--- config.mk ---
export PLATFORM = sky130hd
export DESIGN_NAME = dp_ram_fifo_ctrl_flat
export DESIGN_NICKNAME = d
export VERILOG_FILES = /design/src/rtl/dp_ram_fifo_ctrl_if.sv /design/src/rtl/dp_ram_fifo_ctrl.sv /design/src/flat_wrapper.sv
export SDC_FILE = /design/constraint.sdc
export NUM_CORES = 1
export LEC_CHECK = 0
export CORE_MARGIN = 4
export CORE_UTILIZATION = 48
export DETAILED_ROUTE_END_ITERATION = 8
export PLACE_DENSITY = 0.85
export SLEW_MARGIN = 20
export SYNTH_ARGS = -nofsm -noshare
export SYNTH_HDL_FRONTEND = slang
export SYNTH_SLANG_ARGS = --single-unit
--- constraint.sdc ---
create_clock -name clk -period 11.9 [get_ports clk]
set_clock_uncertainty 0.2 [all_clocks]
set_input_delay 2.38 -clock clk [delete_from_list [all_inputs] [get_ports clk]]
set_output_delay 2.38 -clock clk [all_outputs]
set_load 0.03 [all_outputs]
--- src/rtl/dp_ram_fifo_ctrl_if.sv ---
// rtl/dp_ram_fifo_ctrl_if.sv - stream, status and dual-port RAM signals of the FIFO controller
// slave is the controller's view; master is the environment (source, sink, RAM).
interface dp_ram_fifo_ctrl_if #(
    parameter int DATA_WIDTH    = 8,
    parameter int ADDRESS_WIDTH = 4
);
    logic                     s_valid;
    logic [DATA_WIDTH-1:0]    s_data;
    logic                     s_ready;
    logic                     m_valid;
    logic [DATA_WIDTH-1:0]    m_data;
    logic                     m_ready;
    logic [ADDRESS_WIDTH+1:0] count;
    logic                     ram_en;
    logic                     ram_wr1;
    logic                     ram_wr2;
    logic [ADDRESS_WIDTH-1:0] ram_add_1;
    logic [ADDRESS_WIDTH-1:0] ram_add_2;
    logic [DATA_WIDTH-1:0]    ram_data_1;
    logic [DATA_WIDTH-1:0]    ram_data_2;
    logic [DATA_WIDTH-1:0]    ram_out_2;

    modport slave (
        input  s_valid, s_data, m_ready, ram_out_2,
        output s_ready, m_valid, m_data, count,
               ram_en, ram_wr1, ram_wr2, ram_add_1, ram_add_2, ram_data_1, ram_data_2
    );

    modport master (
        output s_valid, s_data, m_ready, ram_out_2,
        input  s_ready, m_valid, m_data, count,
               ram_en, ram_wr1, ram_wr2, ram_add_1, ram_add_2, ram_data_1, ram_data_2
    );
endinterface

--- src/rtl/dp_ram_fifo_ctrl.sv ---
// rtl/dp_ram_fifo_ctrl.sv - FIFO controller over an external synchronous dual-port RAM
// Port 1 writes, port 2 reads; a two-entry head/skid buffer hides the one-cycle RAM read latency.
module dp_ram_fifo_ctrl #(
    parameter int DATA_WIDTH    = 8,
    parameter int ADDRESS_WIDTH = 4
) (
    input logic                clk,
    input logic                rst_n,
    dp_ram_fifo_ctrl_if.slave  bus
);
    localparam int DEPTH = 2 ** ADDRESS_WIDTH;
    localparam int CW    = ADDRESS_WIDTH + 1;
    localparam int NW    = ADDRESS_WIDTH + 2;

    logic [ADDRESS_WIDTH-1:0] wr_ptr_q, wr_ptr_d;
    logic [ADDRESS_WIDTH-1:0] rd_ptr_q, rd_ptr_d;
    logic [CW-1:0]            mem_count_q, mem_count_d;
    logic                     rd_pend_q, rd_pend_d;
    logic [1:0]               out_cnt_q, out_cnt_d;
    logic [DATA_WIDTH-1:0]    head_q, head_d;
    logic [DATA_WIDTH-1:0]    skid_q, skid_d;

    logic       push;
    logic       pop;
    logic       issue;
    logic [2:0] out_after_pop;
    logic [2:0] buffered_after_pop;

    assign bus.s_ready = rst_n && (mem_count_q < CW'(DEPTH));
    assign bus.m_valid = (out_cnt_q != 2'd0);
    assign push        = bus.s_valid && bus.s_ready;
    assign pop         = bus.m_valid && bus.m_ready;

    // Issue only while the buffer plus the in-flight read leaves a free slot after this pop.
    assign out_after_pop      = 3'(out_cnt_q) - 3'(pop);
    assign buffered_after_pop = out_after_pop + 3'(rd_pend_q);
    assign issue              = (mem_count_q != '0) && (buffered_after_pop < 3'd2);

    always_comb begin
        wr_ptr_d    = push  ? wr_ptr_q + ADDRESS_WIDTH'(1) : wr_ptr_q;
        rd_ptr_d    = issue ? rd_ptr_q + ADDRESS_WIDTH'(1) : rd_ptr_q;
        rd_pend_d   = issue;
        mem_count_d = mem_count_q;
        if (push && !issue) begin
            mem_count_d = mem_count_q + CW'(1);
        end else if (!push && issue) begin
            mem_count_d = mem_count_q - CW'(1);
        end

        head_d    = head_q;
        skid_d    = skid_q;
        out_cnt_d = buffered_after_pop[1:0];
        if (pop) begin
            head_d = skid_q;
        end
        // RAM data lands in whichever slot is the tail once this cycle's pop is applied.
        if (rd_pend_q) begin
            if (out_after_pop == 3'd0) begin
                head_d = bus.ram_out_2;
            end else begin
                skid_d = bus.ram_out_2;
            end
        end
    end

    always_ff @(posedge clk or negedge rst_n) begin
        if (!rst_n) begin
            wr_ptr_q    <= '0;
            rd_ptr_q    <= '0;
            mem_count_q <= '0;
            rd_pend_q   <= 1'b0;
            out_cnt_q   <= 2'd0;
            head_q      <= '0;
            skid_q      <= '0;
        end else begin
            wr_ptr_q    <= wr_ptr_d;
            rd_ptr_q    <= rd_ptr_d;
            mem_count_q <= mem_count_d;
            rd_pend_q   <= rd_pend_d;
            out_cnt_q   <= out_cnt_d;
            head_q      <= head_d;
            skid_q      <= skid_d;
        end
    end

    assign bus.m_data     = head_q;
    assign bus.count      = NW'(mem_count_q) + NW'(rd_pend_q) + NW'(out_cnt_q);
    assign bus.ram_en     = rst_n;
    assign bus.ram_wr1    = push;
    assign bus.ram_add_1  = wr_ptr_q;
    assign bus.ram_data_1 = push ? bus.s_data : '0;
    assign bus.ram_wr2    = 1'b0;
    assign bus.ram_add_2  = rd_ptr_q;
    assign bus.ram_data_2 = '0;
endmodule
--- src/flat_wrapper.sv ---
// flat-port wrapper written by rule: the top's interface ports become plain ports
module dp_ram_fifo_ctrl_flat 
#(
    parameter int DATA_WIDTH    = 8,
    parameter int ADDRESS_WIDTH = 4
)
  (clk, rst_n, bus_s_valid, bus_s_data, bus_m_ready, bus_ram_out_2, bus_s_ready, bus_m_valid, bus_m_data, bus_count, bus_ram_en, bus_ram_wr1, bus_ram_wr2, bus_ram_add_1, bus_ram_add_2, bus_ram_data_1, bus_ram_data_2);
  dp_ram_fifo_ctrl_if #(.DATA_WIDTH(DATA_WIDTH), .ADDRESS_WIDTH(ADDRESS_WIDTH)) bus_i ();
  input logic clk;
  input logic rst_n;
  input wire logic [$bits(bus_i.s_valid)-1:0] bus_s_valid;
  input wire logic [$bits(bus_i.s_data)-1:0] bus_s_data;
  input wire logic [$bits(bus_i.m_ready)-1:0] bus_m_ready;
  input wire logic [$bits(bus_i.ram_out_2)-1:0] bus_ram_out_2;
  output wire logic [$bits(bus_i.s_ready)-1:0] bus_s_ready;
  output wire logic [$bits(bus_i.m_valid)-1:0] bus_m_valid;
  output wire logic [$bits(bus_i.m_data)-1:0] bus_m_data;
  output wire logic [$bits(bus_i.count)-1:0] bus_count;
  output wire logic [$bits(bus_i.ram_en)-1:0] bus_ram_en;
  output wire logic [$bits(bus_i.ram_wr1)-1:0] bus_ram_wr1;
  output wire logic [$bits(bus_i.ram_wr2)-1:0] bus_ram_wr2;
  output wire logic [$bits(bus_i.ram_add_1)-1:0] bus_ram_add_1;
  output wire logic [$bits(bus_i.ram_add_2)-1:0] bus_ram_add_2;
  output wire logic [$bits(bus_i.ram_data_1)-1:0] bus_ram_data_1;
  output wire logic [$bits(bus_i.ram_data_2)-1:0] bus_ram_data_2;
  assign bus_i.s_valid = bus_s_valid;
  assign bus_i.s_data = bus_s_data;
  assign bus_i.m_ready = bus_m_ready;
  assign bus_i.ram_out_2 = bus_ram_out_2;
  assign bus_s_ready = bus_i.s_ready;
  assign bus_m_valid = bus_i.m_valid;
  assign bus_m_data = bus_i.m_data;
  assign bus_count = bus_i.count;
  assign bus_ram_en = bus_i.ram_en;
  assign bus_ram_wr1 = bus_i.ram_wr1;
  assign bus_ram_wr2 = bus_i.ram_wr2;
  assign bus_ram_add_1 = bus_i.ram_add_1;
  assign bus_ram_add_2 = bus_i.ram_add_2;
  assign bus_ram_data_1 = bus_i.ram_data_1;
  assign bus_ram_data_2 = bus_i.ram_data_2;
  dp_ram_fifo_ctrl #(.DATA_WIDTH(DATA_WIDTH), .ADDRESS_WIDTH(ADDRESS_WIDTH)) u_core (.clk(clk), .rst_n(rst_n), .bus(bus_i));
endmodule
# Yosys cells after proc, flatten, opt, wreduce, memory -nomap -nowiden
# Cells that the tools add are included.
totals:
  reg_bits: 32
  in_bits: 20
  wordCells: 37
op_classes:
  add_sub_neg: 8
  magnitude_cmp: 2
  mux: 6
  bitwise_logic: 1
  reduce_logical: 13
op_table:
  columns: ["operator", "count"]
  rows:
  - ["8-bit two-way mux", 4]
  - ["5-bit two-way mux", 2]
  - ["4-bit by 1-bit adder with 4-bit output, second input constant", 2]
  - ["5-bit by 1-bit adder with 6-bit output", 1]
  - ["6-bit by 2-bit adder with 6-bit output", 1]
  - ["1-bit logical AND", 6]
  - ["5-bit by 1-bit adder with 5-bit output, second input constant", 1]
  - ["5-bit less-than comparator, second input constant", 1]
  - ["5-bit nonzero test", 1]
  - ["5-bit by 1-bit subtractor with 5-bit output, second input constant", 1]
  - ["2-bit nonzero test", 2]
  - ["3-bit by 1-bit adder with 3-bit output", 1]
  - ["3-bit logical NOT", 1]
  - ["3-bit by 2-bit less-than comparator with 1-bit output, second input constant", 1]
  - ["2-bit by 1-bit subtractor with 3-bit output", 1]
  - ["1-bit logical NOT", 2]
  - ["2-bit AND reduction", 1]
  - ["1-bit inverter", 1]

# Depth between registers and ports, before layout
# Gate-level depths: netlist of run 1.
depth:
  ltp_word: 9
  depth_mapped: 18

# Least setup slack after synthesis of run 1
# Ideal clock, no wire load.
synth_timing:
  kind: "input to output"
  from: "input rst_n"
  to: "output bus_ram_wr1"
  arrival_time_ns: 3.094
  slack_ns: 6.226
  cell_stages: 4
  path_buffers: 2
  path_cell_list: "nor2b_1 buf_2 and2_0 buf_2"
synth_via:
  elab_chain_len: 2
synth_lines:
  columns: ["item", "line", "rtl"]
  rows:
  - ["start, declared", "flat_wrapper.sv:10", "input logic rst_n;"]
  - ["1-bit logical AND", "dp_ram_fifo_ctrl.sv:29", "assign bus.s_ready = rst_n && (mem_count_q < CW'(DEPTH));"]
  - ["named net bus_s_ready", "flat_wrapper.sv:15", "output wire logic [$bits(bus_i.s_ready)-1:0] bus_s_ready;"]
  - ["1-bit logical AND", "dp_ram_fifo_ctrl.sv:31", "assign push = bus.s_valid && bus.s_ready;"]
  - ["end, declared", "flat_wrapper.sv:20", "output wire logic [$bits(bus_i.ram_wr1)-1:0] bus_ram_wr1;"]
# The timed path passes the listed nets, and every way through them passes these cells.

# Final worst setup path of run 1
layout_timing:
  from: "input rst_n"
  to: "output bus_ram_wr1"
layout_via:
  elab_chain_len: 2
layout_lines:
  columns: ["item", "line"]
  rows:
  - ["1-bit logical AND", "dp_ram_fifo_ctrl.sv:29"]
  - ["1-bit logical AND", "dp_ram_fifo_ctrl.sv:31"]
# No other way between the ends.

==> metrics.txt, run 1 <==
result of the run completed; DR DRC count 0; first-pass GRT wire length 5.899 mm; commonest non-fill, non-tap cell in the layout clkdlybuf4s50_1; library cells used by synthesis 29; Comb power frac 0.617; Die H 68.95 um; setup TNS 0 ps; crit end category output port; count of final hold-check violations 0; FF+latch count, synth 32; Nets 252; Via Count 1287; critical path class input pin to output port; min setup slack post-route 4494 ps; largest net degree at the start of global routing 35; post-CTS resize count 0; setup repair after global routing missed its margin no; layout cells sized above 1 0.1055; H-tree depth 2; Clock Sinks 32; Crit Path Max Fanout 34; root buffer cell clkbuf_8; Peak VDD IR 0.1673 mV; Placement Setup Slack 4473 ps; Synth top area share 0.4491; Max stage delay cell, worst path clkdlybuf4s50_1; max cap viols 0; hold_buf cts 0; Port Buffers 53; IO Count 63; Starting Density 0.5141; max incr delay on CP 740 ps; # rows 21; Worst Setup Start Kind input pin; die width 68.95 um; fmax 135.0 MHz; family with the most delay on the worst path buffers and inverters; Via density 4.875; final worst-path cycle share 0.6223; Post-DP HPWL 2.774 mm; diodes inserted 0; final core occ 0.7017; Core ar. 0.003468 mm2; total track usage 0.1693; gr ovfl total 0; critical-path cell list clkdlybuf4s50_1 -> buf_4 -> nor2b_1 -> and2_0 -> clkdlybuf4s50_1; sw frac 0.4458; total CTS buffers 5; ranking of synthesized cells by area dfrtp_1 (45%), ha_1 (8.4%), mux2_2 (5.7%), mux2i_1 (5.1%), xnor2_1 (4.4%); Arr. time, crit path 4830 ps; DR pass1 iterations 4; max-slew violation count 0; post-CTS setup buffers 0; RePlAce Congestion 0.7220; final wirelength 3.578 mm; CTS tree done; Buf/Inv on CP 3; Hold/Removal Path Class register to register; Post-Syn Instances 161; clock power share 0.122; cell taking the most area after synthesis dfrtp_1; die area 0.004753 mm2; endpoints failing setup 0; wire per inst 13.55 um; register area share after synthesis 0.4491; most frequent cells in the layout clkdlybuf4s50_1 (53), dfrtp_1 (32), inv_1 (13), nand2_1 (13), ha_1 (12); Tmin final 7406 ps; CP Data Required Time 9320 ps; Antenna Violating Nets Remaining 0; sequential group share of total power 0.261; Syn. warnings 0; most used cell, CP clkdlybuf4s50_1; Worst-Skew Late Latency 280 ps; switching power 0.0003762 W; Longest Clk Path Bufs 2; internal power 0.0004676 W; post-synthesis area per instance 11.07 um2; Leak Pwr 1.123 nW; vias in the first global route 1329; synthesized area 0.001783 mm2; First DRT Iteration DRCs 60; pwr/cell area 346.8 mW/mm2; initial antenna violation count 0; area growth from synthesis to layout 36.49%; Reg clk slew, reported paths 70 ps
final timing paths:
check                                                    start                                  end  slack, ps  depth (start not counted)
max                                                      rst_n                          bus_ram_wr1       4490                          5
min reg2reg                u_core.bus.ram_add_1[3]$_DFFE_PN0P_  u_core.bus.ram_add_1[3]$_DFFE_PN0P_        270                          1
min                        u_core.bus.ram_add_1[3]$_DFFE_PN0P_  u_core.bus.ram_add_1[3]$_DFFE_PN0P_        270                          1
max reg2reg                      u_core.out_cnt_q[1]$_DFF_PN0_    u_core.mem_count_q[4]$_DFFE_PN0P_       7820                         16
min in group asynchronous                                rst_n       u_core.bus.m_data[7]$_DFF_PN0_       2290                          2
max in group asynchronous                                rst_n       u_core.bus.m_data[4]$_DFF_PN0_       8900                          2
final cells by class:
| cell class | instances | area, um2 |
|---|---|---|
| Clock buffer | 5 | 68.82 |
| Clock inverter | 3 | 42.54 |
| Fill cell | 289 | 1035 |
| Inverter | 13 | 48.80 |
| Multi-Input combinational cell | 110 | 869.6 |
| Sequential cell | 32 | 800.8 |
| Tap cell | 46 | 57.56 |
| Timing Repair Buffer | 55 | 545.5 |
metal layers:
| layer | vias up | share of wire | global-route usage | wire, um |
|---|---|---|---|---|
| met5 | - | 0 | 0 | 0 |
| met4 | 0 | 0.0084 | 0.03650 | 30 |
| met3 | 4 | 0.098 | 0.07618 | 351 |
| met2 | 51 | 0.49 | 0.2881 | 1768 |
| met1 | 597 | 0.40 | 0.1959 | 1427 |
| li1 | 635 | - | - | - |
stage by stage:
| stage | std cells | hold slack (ps) | area, um2 | power, W |
|---|---|---|---|---|
| floorplan | 169 | 268.2 | 1813 | 0.0005790 |
| global route | 264 | 288.7 | 2434 | 0.0009145 |
| detailed placement | 256 | 263.0 | 2322 | 0.0007490 |
| global placement | 256 | 261.9 | 2322 | 0.0007331 |
| CTS | 264 | 277.6 | 2434 | 0.0008567 |
| finish | 264 | 273.2 | 2434 | 0.0008439 |
worst register-to-register path: stages (launching register included):
cell and delay, ps:
dfrtp_1 470, or2_2 370, nand2_4 170, inv_1 60, ha_1 260, inv_1 70, ha_1 180, ha_1 180
xor2_1 190, a311oi_4 430, inv_1 90, ha_1 230, fa_1 410, nand3b_1 190, and3_1 170, o21ai_0 200
xnor2_1 140
cell usage after synthesis:
| cell | number |
|---|---|
| xor2_1 | 5 |
| clkbuf_1 | 1 |
| nand3b_1 | 1 |
| conb_1 | 1 |
| a311oi_4 | 1 |
| nand2_1 | 13 |
| nand2_4 | 1 |
| a21oi_1 | 4 |
| nand3_1 | 3 |
| or2_2 | 1 |
| mux2i_1 | 9 |
| buf_2 | 3 |
| nor3_1 | 2 |
| mux2_1 | 1 |
| and3_1 | 9 |
| o21ai_0 | 11 |
| nor2b_1 | 1 |
| dfrtp_1 | 32 |
| buf_4 | 10 |
| nor2_1 | 1 |
| mux2_2 | 9 |
| o21ai_2 | 1 |
| and2_0 | 1 |
| nand2b_1 | 1 |
| inv_1 | 13 |
| xnor2_1 | 9 |
| nand4_1 | 2 |
| fa_1 | 3 |
| ha_1 | 12 |
cells by family (layout without fill, tap and decap cells):
kind of cell	Yosys count	after routing	synth area share
other	1	9	0.002103
buffers and inverters	27	76	0.08000
flip-flops	32	32	0.4491
AO/OA/AOI/OAI	17	17	0.06176
AND/OR/NAND/NOR	36	36	0.1067
XOR/XNOR	14	14	0.06877
multiplexers	19	19	0.1137
adder cells (fa/ha/maj)	15	15	0.1179
registers in the layout, indices dropped and copies added, names as in the netlist:
register / flops
u_core.bus.ram_add_1: 4
u_core.bus.m_data: 8
u_core.rd_pend_q: 1
u_core.out_cnt_q: 2
u_core.skid_q: 8
u_core.bus.ram_add_2: 4
u_core.mem_count_q: 5
power by group through the flow:
stage | logic [W] | clock network (W) | registers, W
detailed placement | 0.000527 | 0 | 0.000222
CTS | 0.000531 | 0.000106 | 0.000220
global placement | 0.000514 | 0 | 0.000219
finish | 0.000521 | 0.000103 | 0.000220
floorplan | 0.000312 | 0 | 0.000267
global route | 0.000575 | 0.000110 | 0.000229
Note: power is estimated with default switching activity, not from simulation.
==> run 2: changes to the inputs <==
--- a/config.mk
+++ b/config.mk
@@ -6,9 +6,9 @@
 export NUM_CORES = 1
 export LEC_CHECK = 0
 export CORE_MARGIN = 4
-export CORE_UTILIZATION = 48
+export CORE_UTILIZATION = 45
 export DETAILED_ROUTE_END_ITERATION = 8
-export PLACE_DENSITY = 0.85
+export PLACE_DENSITY = 0.8
 export SLEW_MARGIN = 20
 export SYNTH_ARGS = -nofsm -noshare
 export SYNTH_HDL_FRONTEND = slang
==> constraint.sdc (replaced) <==
create_clock -name clk -period 7.1 [get_ports clk]
set_clock_uncertainty 0.2 [all_clocks]
set_input_delay 1.42 -clock clk [delete_from_list [all_inputs] [get_ports clk]]
set_output_delay 1.42 -clock clk [all_outputs]
set_load 0.03 [all_outputs]
==> run 2 against run 1 <==
Against the previous run:
- non-clock buffer count unchanged
- global-route usage decreased by 1.3 points
- die area increased by 5.9%
- worst hold slack got worse by 4.4 ps
- flip-flop and latch count unchanged
- sequential power increased by 67%
- largest power group unchanged
==> metrics.txt, run 2 (same netlist as run 1, synthesis figures left out) <==
Crit Path Max Fanout 10 (-71%); HP Start u_core.bus.ram_add_1[3]$_DFFE_PN0P_; total CTS buffers 5 (unchanged); Hold/Removal Path Class register to register; DR DRC count 0 (unchanged); gr ovfl total 0 (unchanged); setup TNS 0 ps (unchanged); final core occ 0.6497 (-0.05193); crit end category output port; Post-Route M1 WL 1.569 mm (+10%); die width 70.95 um (+2.9%); fmax 192.6 MHz; # rows 22 (+4.8%); Post-DP HPWL 2.775 mm (about the same); DR pass1 iterations 4 (unchanged); wire per inst 13.99 um (+3.2%); most frequent cells in the layout clkdlybuf4s50_1 (53), dfrtp_1 (32), inv_1 (13), nand2_1 (13), ha_1 (12); Via Count 1322 (+2.7%); CP Data Required Time 5480 ps (-3840 ps); Worst-Skew Late Latency 280 ps (about the same); endpoints failing setup 0 (unchanged); result of the run completed; Reg clk slew, reported paths 60 ps (about the same); Met2 Wirelength 1.769 mm (about the same); post-CTS setup buffers 0 (unchanged); placed insts 258 (+0.78%); max cap viols 0 (unchanged); Starting Density 0.4763 (-0.03780); pwr/cell area 585.4 mW/mm2 (+69%); initial antenna violation count 0 (unchanged); Longest Clk Path Bufs 2 (unchanged); Clock Sinks 32 (unchanged); count of final hold-check violations 0 (unchanged); hold_buf cts 0 (unchanged); Antenna Violating Nets Remaining 0 (unchanged); die area 0.005033 mm2 (+5.9%); commonest non-fill, non-tap cell in the layout clkdlybuf4s50_1; Peak VDD IR 0.3238 mV (+93%); Core ar. 0.003744 mm2 (+7.9%); Worst Setup Start Kind input pin; met3 routed WL 331 um (-5.7%); CTS tree done; Die H 70.95 um (+2.9%); largest net degree at the start of global routing 34 (-2.9%); post-CTS resize count 0 (unchanged); max layer used met4; Leak Pwr 1.124 nW (about the same); IO Count 63 (unchanged); setup repair after global routing missed its margin no; Nets 252 (unchanged); final worst-path cycle share 0.7314; vias in the first global route 1326 (-0.23%); First DRT Iteration DRCs 72 (+20%); Tmin final 5193 ps; launch point of the worst reg-to-reg path u_core.out_cnt_q[1]$_DFF_PN0_; layout cells sized above 1 0.1009 (-0.004587); Worst Setup SP rst_n; area growth from synthesis to layout 36.42% (about the same); diodes inserted 0 (unchanged); Final Non-Filler Cells 266 (+0.76%); first-pass GRT wire length 6.223 mm (+5.5%); critical path class input pin to output port; Arr. time, crit path 3570 ps (-1260 ps); final wirelength 3.722 mm (+4.0%); Port Buffers 53 (unchanged); RePlAce Congestion 0.7794 (+8.0%); Via density 4.970 (+1.9%); max-slew violation count 0 (unchanged); total track usage 0.1566 (-0.01265); H-tree depth 2 (unchanged); root buffer cell clkbuf_8
==> run 2: cell count changes in the layout (fill, tap and decap cells not counted) <==
cell	delta
clkbuf_1	+1
clkinvlp_4	-1
==> run 2: per-stage QoR <==
step / setup slack [ps] / instance area, um2 / hold slack, ps / power [W]
2_1_floorplan: 2736 / 1813 / 268.2 / 0.0009704
3_3_place_gp: 1993 / 2325 / 261.9 / 0.001229
3_5_place_dp: 1954 / 2325 / 266.8 / 0.001260
4_1_cts: 1921 / 2432 / 275.9 / 0.001438
5_1_grt: 1787 / 2432 / 300.9 / 0.001532
6_report: 1907 / 2432 / 268.8 / 0.001424
==> run 2: layer usage <==
layer	GRT usage	vias to the layer above
li1	-	631
met1	0.1919	635
met2	0.2523	50
met3	0.06392	6
met4	0.05010	0
met5	0	-
==> run 2: area by class of cell <==
| type | instances | area, um2 |
|---|---|---|
| Fill cell | 324 | 1311 |
| Multi-Input combinational cell | 110 | 869.6 |
| Sequential cell | 32 | 800.8 |
| Timing Repair Buffer | 55 | 545.5 |
| Clock buffer | 6 | 72.57 |
| Tap cell | 48 | 60.06 |
| Inverter | 13 | 48.80 |
| Clock inverter | 2 | 35.03 |
==> run 2: power breakdown <==
group	total (W)	internal, W	switching, W
registers	0.000367	0.000286	0.0000808
clock network	0.000168	0.000104	0.0000643
logic	0.000889	0.000395	0.000494
==> run 2: worst max-delay path: stages <==
cell and delay, ps:
clkdlybuf4s50_1 520, nor2b_1 450, and2_0 430, clkdlybuf4s50_1 750
==> run 2: path summary, 6_finish.rpt <==
kind / endpoint / slack (ps) / cells after the start
worst max register to register: u_core.mem_count_q[4]$_DFFE_PN0P_ / 2940 / 17
worst max-delay path: bus_ram_wr1 / 1910 / 4
min in group asynchronous: u_core.skid_q[3]$_DFFE_PN0P_ / 1440 / 2
max in group asynchronous: u_core.bus.m_data[5]$_DFF_PN0_ / 4980 / 2
worst min register to register: u_core.bus.ram_add_1[3]$_DFFE_PN0P_ / 270 / 1
worst min-delay path: u_core.bus.ram_add_1[3]$_DFFE_PN0P_ / 270 / 1
